<file path="src/rtl/bcd_multidigit_counter_if.sv">
// ---------------------------------------------------------------------------
// bcd_multidigit_counter_if
//
// Bundles the control and data signals of the N-digit BCD counter so that a
// driver (tick generator / loader) and the counter share one connection.
//
// Signals:
//   en        count enable, one step per clock edge while high
//   up        direction, 1 = increment, 0 = decrement
//   load      synchronous parallel load, takes priority over en
//   load_val  value to load, nibble k is digit k (digit 0 least significant)
//   Q         registered count, nibble k is digit k, each nibble 0..9
//   tc        combinational terminal count for cascading
//   ovf       registered one-cycle boundary pulse (wrap or saturation attempt)
//   load_err  registered one-cycle pulse, last load held a nibble above 9
//
// Modports:
//   master  drives the controls and observes the counter outputs
//   slave   the counter itself
// ---------------------------------------------------------------------------
interface bcd_multidigit_counter_if #(
   parameter int DIGITS = 4
);
   logic                  en;
   logic                  up;
   logic                  load;
   logic [4*DIGITS-1:0]   load_val;
   logic [4*DIGITS-1:0]   Q;
   logic                  tc;
   logic                  ovf;
   logic                  load_err;

   modport master (
      output en, up, load, load_val,
      input  Q, tc, ovf, load_err
   );

   modport slave (
      input  en, up, load, load_val,
      output Q, tc, ovf, load_err
   );
endinterface

</file>
<file path="src/rtl/bcd_multidigit_counter.sv">
// ---------------------------------------------------------------------------
// bcd_multidigit_counter
//
// Parametrised N-digit BCD up/down counter feeding the seven-segment
// multiplexer. Supports count enable, direction, synchronous parallel load
// with per-nibble BCD validation, wrap or saturate at the range limits, a
// combinational terminal count for cascading and registered overflow and
// load-error pulses.
//
// Parameters:
//   DIGITS  number of BCD digits (1..8)
//   WRAP    1 = wrap at the range limits, 0 = saturate
//
// Ports:
//   clk    rising-edge clock
//   reset  asynchronous active-low reset (0 clears Q, ovf, load_err)
//   bus    slave side of bcd_multidigit_counter_if (en, up, load, load_val,
//          Q, tc, ovf, load_err)
// ---------------------------------------------------------------------------
module bcd_multidigit_counter #(
   parameter int DIGITS = 4,
   parameter bit WRAP   = 1'b1
) (
   input  logic                     clk,
   input  logic                     reset,
   bcd_multidigit_counter_if.slave  bus
);

   localparam int W = 4 * DIGITS;

   logic [W-1:0] count_q;
   logic         ovf_q;
   logic         load_err_q;

   logic [W-1:0] step_q;
   logic         boundary;
   logic [W-1:0] load_q;
   logic         load_bad;
   logic         all_nine;
   logic         all_zero;

   // Ripple the carry (or borrow) digit by digit. Each digit is handled on
   // its own nibble so results never leave 0..9. Whatever is still pending
   // after the top digit marks a boundary event: for increments this only
   // happens from all nines, for decrements only from all zeros, and the
   // rippled value is already the wrapped result in both directions.
   always_comb begin
      logic       pend;
      logic [3:0] cur;
      logic [3:0] nxt;
      step_q = count_q;
      pend   = 1'b1;
      cur    = 4'd0;
      nxt    = 4'd0;
      for (int k = 0; k < DIGITS; k++) begin
         cur = count_q[4*k +: 4];
         nxt = cur;
         if (pend) begin
            if (bus.up) begin
               if (cur >= 4'd9) begin
                  nxt = 4'd0;
               end else begin
                  nxt  = cur + 4'd1;
                  pend = 1'b0;
               end
            end else begin
               if (cur == 4'd0) begin
                  nxt = 4'd9;
               end else if (cur > 4'd9) begin
                  nxt  = 4'd9;
                  pend = 1'b0;
               end else begin
                  nxt  = cur - 4'd1;
                  pend = 1'b0;
               end
            end
         end
         step_q[4*k +: 4] = nxt;
      end
      boundary = pend;
   end

   // Load path: every nibble above 9 is replaced by 0 and flagged, the
   // remaining nibbles are taken as they are.
   always_comb begin
      logic [3:0] nib;
      load_q   = '0;
      load_bad = 1'b0;
      nib      = 4'd0;
      for (int k = 0; k < DIGITS; k++) begin
         nib = bus.load_val[4*k +: 4];
         if (nib > 4'd9) begin
            load_q[4*k +: 4] = 4'd0;
            load_bad         = 1'b1;
         end else begin
            load_q[4*k +: 4] = nib;
         end
      end
   end

   // Terminal count is deliberately unregistered so a downstream counter
   // enabled by tc steps on the same edge this counter wraps.
   assign all_nine = (count_q == {DIGITS{4'h9}});
   assign all_zero = (count_q == '0);
   assign bus.tc   = bus.en & (bus.up ? all_nine : all_zero);

   // State register. Load beats counting; the pulses default to 0 every
   // edge so they last exactly one cycle unless their cause repeats. In
   // saturate mode a boundary step leaves the count where it is but still
   // reports ovf.
   always_ff @(posedge clk or negedge reset) begin
      if (!reset) begin
         count_q    <= '0;
         ovf_q      <= 1'b0;
         load_err_q <= 1'b0;
      end else begin
         ovf_q      <= 1'b0;
         load_err_q <= 1'b0;
         if (bus.load) begin
            count_q    <= load_q;
            load_err_q <= load_bad;
         end else if (bus.en) begin
            ovf_q <= boundary;
            if (!boundary || WRAP) begin
               count_q <= step_q;
            end
         end
      end
   end

   assign bus.Q        = count_q;
   assign bus.ovf      = ovf_q;
   assign bus.load_err = load_err_q;

endmodule

</file>
<file path="src/flat_wrapper.sv">
// flat-port wrapper written by rule: the top's interface ports become plain ports
module bcd_multidigit_counter_flat 
#(
   parameter int DIGITS = 4,
   parameter bit WRAP   = 1'b1
)
  (clk, reset, bus_en, bus_up, bus_load, bus_load_val, bus_Q, bus_tc, bus_ovf, bus_load_err);
  bcd_multidigit_counter_if #(.DIGITS(DIGITS)) bus_i ();
  input  logic clk;
  input  logic reset;
  input wire logic [$bits(bus_i.en)-1:0] bus_en;
  input wire logic [$bits(bus_i.up)-1:0] bus_up;
  input wire logic [$bits(bus_i.load)-1:0] bus_load;
  input wire logic [$bits(bus_i.load_val)-1:0] bus_load_val;
  output wire logic [$bits(bus_i.Q)-1:0] bus_Q;
  output wire logic [$bits(bus_i.tc)-1:0] bus_tc;
  output wire logic [$bits(bus_i.ovf)-1:0] bus_ovf;
  output wire logic [$bits(bus_i.load_err)-1:0] bus_load_err;
  assign bus_i.en = bus_en;
  assign bus_i.up = bus_up;
  assign bus_i.load = bus_load;
  assign bus_i.load_val = bus_load_val;
  assign bus_Q = bus_i.Q;
  assign bus_tc = bus_i.tc;
  assign bus_ovf = bus_i.ovf;
  assign bus_load_err = bus_i.load_err;
  bcd_multidigit_counter #(.DIGITS(DIGITS), .WRAP(WRAP)) u_core (.clk(clk), .reset(reset), .bus(bus_i));
endmodule
</file>
<file path="config.mk">
export PLATFORM = sky130hd
export DESIGN_NAME = bcd_multidigit_counter_flat
export DESIGN_NICKNAME = d
export VERILOG_FILES = /design/src/rtl/bcd_multidigit_counter_if.sv /design/src/rtl/bcd_multidigit_counter.sv /design/src/flat_wrapper.sv
export SDC_FILE = /design/constraint.sdc
export NUM_CORES = 1
export LEC_CHECK = 0
export CAP_MARGIN = 20
export CORE_MARGIN = 2
export CORE_UTILIZATION = 52
export CTS_CLUSTER_SIZE = 24
export DETAILED_ROUTE_END_ITERATION = 8
export GPL_TIMING_DRIVEN = 0
export PLACE_DENSITY_LB_ADDON = 0.2
export SETUP_SLACK_MARGIN = 0.05
export SYNTH_ARGS = -nofsm -noshare
export SYNTH_HDL_FRONTEND = slang
export SYNTH_SLANG_ARGS = --single-unit
</file>
<file path="constraint.sdc">
create_clock -name clk -period 3.6 [get_ports clk]
set_input_delay 0.72 -clock clk [delete_from_list [all_inputs] [get_ports clk]]
set_output_delay 0.72 -clock clk [all_outputs]
set_load 0.01 [all_outputs]
</file>
==> run_results.csv <==
group,metric,value,unit
critical_path,endpoint_kind,"output port",
global_route,antenna_found_initial,0,
route,wl_per_cell,15.3,microns
yosys,syn_inst,240,
critical_path,cp_max_fo,19,
floorplanning,std_cell_rows,22,
route,drtAntennaViolNets,0,
finish,final_nets,316,
cts,cts_sinks,18,
critical_path,path_class,"in2out",
floorplanning,chipHeight,65.4,microns
critical_path,arrival,2.71,ns
timing,setup_tns,0,ns
cts,htree_num_levels,1,
route,drc,0,
job,drv_cap,0,
yosys,ys.flop_type,"dfrtp_1",
yosys,netlist_top_cells_count,"19 x o21ai_0, 18 x dfrtp_1, 16 x a21oi_1, 16 x inv_1, 16 x nand2_1",
floorplanning,die_area,4280,sq um
yosys,syn_area,1960,sq um
cts,clk_pin_slew,0.07,ns
timing,fin_worst_skew,0.00230,ns
finish,antennaDiodeCount,0,
finish,fillerInstances,336,
cts,numCtsBuffers,3,
global_route,grt_pass1_vias,1803,
timing,timing.fmax,0.291,GHz
power,vdd_ir_drop_max,0.000237,V
status,status,"complete, no violations",
power,p_leak,0.967,nW
timing,final_hold_viol_count,0,
yosys,ys_ff_latch,18,
global_route,grt_use_total,25.2,%
route,drt-vias-per-instance,6.04,
critical_path,cp-start-kind,"input port",
finish,final_cell_area,2440,sq um
finish,syn_to_final_growth,24.3,%
yosys,yosysUniqueCellTypes,61,
placement,globalplace.congestion,0.882,
route,firstDrtPassIters,4,
yosys,synth_top_area_cell,"dfrtp_1",
critical_path,cp.required,2.88,ns
global_route,grt_pass1_wl,8480,microns
timing,tightestPinTransition,0.862,ns
finish,drive_gt1_share,7.17,%
yosys,synthArstFlopShare,100,%
critical_path,reg2regPathDepth,7,
power,powerDensity,344,nW/um^2
timing,drv_slew,0,
cts,clk_latency,0.26,ns
timing,relSlewSlack,42.4,%
timing,finalCritPeriodShare,95.4,%
global_route,grt_max_degree,20,
hold_path,hp-class,"reg2reg",
global_route,grt_remaining_overflow,0,
cts,hold_buffers,0,
cts,cts_setup_buffers,0,
hold_path,min_delay_path_depth,2,
cts,cts_tree,"done",
floorplanning,num_io_pins,40,
yosys,synth_top_area_share,23.0,%
placement,port_buffers,37,
timing,timing.final.crit_period,3.43,ns
yosys,yosys_warnings,0,
route,first_iter_violations,118,
yosys,yosysSeqAreaShare,23.0,%
route,routed_wl,5010,microns
cts,cts_root_buf,"clkbuf_8",
route,vias,1975,
floorplanning,initial_core_util,53.9,%
timing,rsz0062_at_grt,"false",
yosys,synth.most_common_cell,"o21ai_0",
floorplanning,die_width,65.4,microns
yosys,syn_nets,275,
yosys,synth_edf_count,0,
timing,setup_viol,0,
placement,dpl_cell_area,2390,sq um
yosys,avgSynthCellArea,8.16,sq um
floorplanning,core-area,3630,sq um
cts,clock_path_buffers,2,
placement,dp_hpwl,3720,microns
yosys,synth_area_leaders,"dfrtp_1 23%, ha_1 8.9%, o21ai_0 4.9%",
routing by layer:
layer  vias to the layer above  part of all wire, %  wire length (microns)  track usage (%)
met2                        55                   47                   2340             40.8
met3                         7                  5.2                    258             2.91
met1                       929                   47                   2350             35.8
met5                         -                    0                      0                0
li1                        984                    -                      -                -
met4                         0                  1.1                     54             5.99
worst paths after layout:
check,slack [ns],to,startpoint
min in group asynchronous,0.95,u_core.bus.Q[13],reset
max,0.17,bus_tc,bus_up
max reg2reg,1.17,u_core.bus.Q[10],u_core.bus.Q[4]
max in group asynchronous,2.13,u_core.bus.Q[5],reset
min reg2reg,0.65,u_core.bus.Q[1],u_core.bus.Q[1]
min,0.65,u_core.bus.Q[1],u_core.bus.Q[1]
flip-flops by register name, summed over array words and instances (netlist names):
register / flops
u_core.bus.Q: 16
u_core.bus.load_err: 1
u_core.bus.ovf: 1
timing repair:
| action | CTS | global route |
|---|---|---|
| resized for setup | 3 | 1 |
| cloned | 0 | 0 |
| endpoints found under the setup margin | 1 | 1 |
through the flow:
step	hold WS, ns	worst slack, ns	total power [mW]	cells	util (%)
final	0.654	0.167	0.839	327	67.0
after global routing	0.694	0.0856	0.901	327	67.0
after CTS	0.658	0.126	0.839	327	66.9
after detailed placement	0.642	-0.343	0.686	325	65.8
after global placement	0.613	-0.341	0.682	325	65.8
after floorplan	0.424	1.04	0.543	240	-
cell usage in the layout (no fill, tap or decap), types with 8 or more instances in the layout:
cell	synthesis	final
dfrtp_1	18	18
clkbuf_1	8	8
a21oi_1	16	16
o21ai_0	19	19
ha_1	14	14
nand2_1	16	16
inv_1	16	16
nor2_1	13	13
clkdlybuf4s50_1	0	37
cell type report:
type	instances	area, sq um	area share [%]
plain buffers	16	92.6	3.80
clock buffers	3	41.3	1.69
inverters	17	63.8	2.62
multi-input cells	188	1360	55.7
flip-flops and latches	18	450	18.5
well taps	48	60.1	2.47
repair buffers	37	370	15.2
cell families after synthesis:
| kind of cell | after synthesis | share of synthesized area (%) |
|---|---|---|
| and+or+nand+nor | 84 | 27.2 |
| xor gates and xnor gates | 1 | 0.447 |
| buffers and inverters | 34 | 7.73 |
| AOI/OAI and AO/OA | 84 | 30.1 |
| DFF | 18 | 23.0 |
| adders and majority gates | 14 | 8.94 |
| muxes | 5 | 2.62 |
worst max-delay path, stage by stage:
cell,delay (ns)
clkdlybuf4s50_1,0.56
buf_6,0.21
buf_4,0.20
buf_4,0.19
nand4_1,0.09
a21oi_1,0.19
clkdlybuf4s50_1,0.56
power breakdown:
group / internal [mW] / switching [mW]
combinational: 0.202 / 0.223
clock: 0.0747 / 0.0756
sequential: 0.228 / 0.0359
total: 0.504 / 0.335
Note: power is estimated with default switching activity, not from simulation.
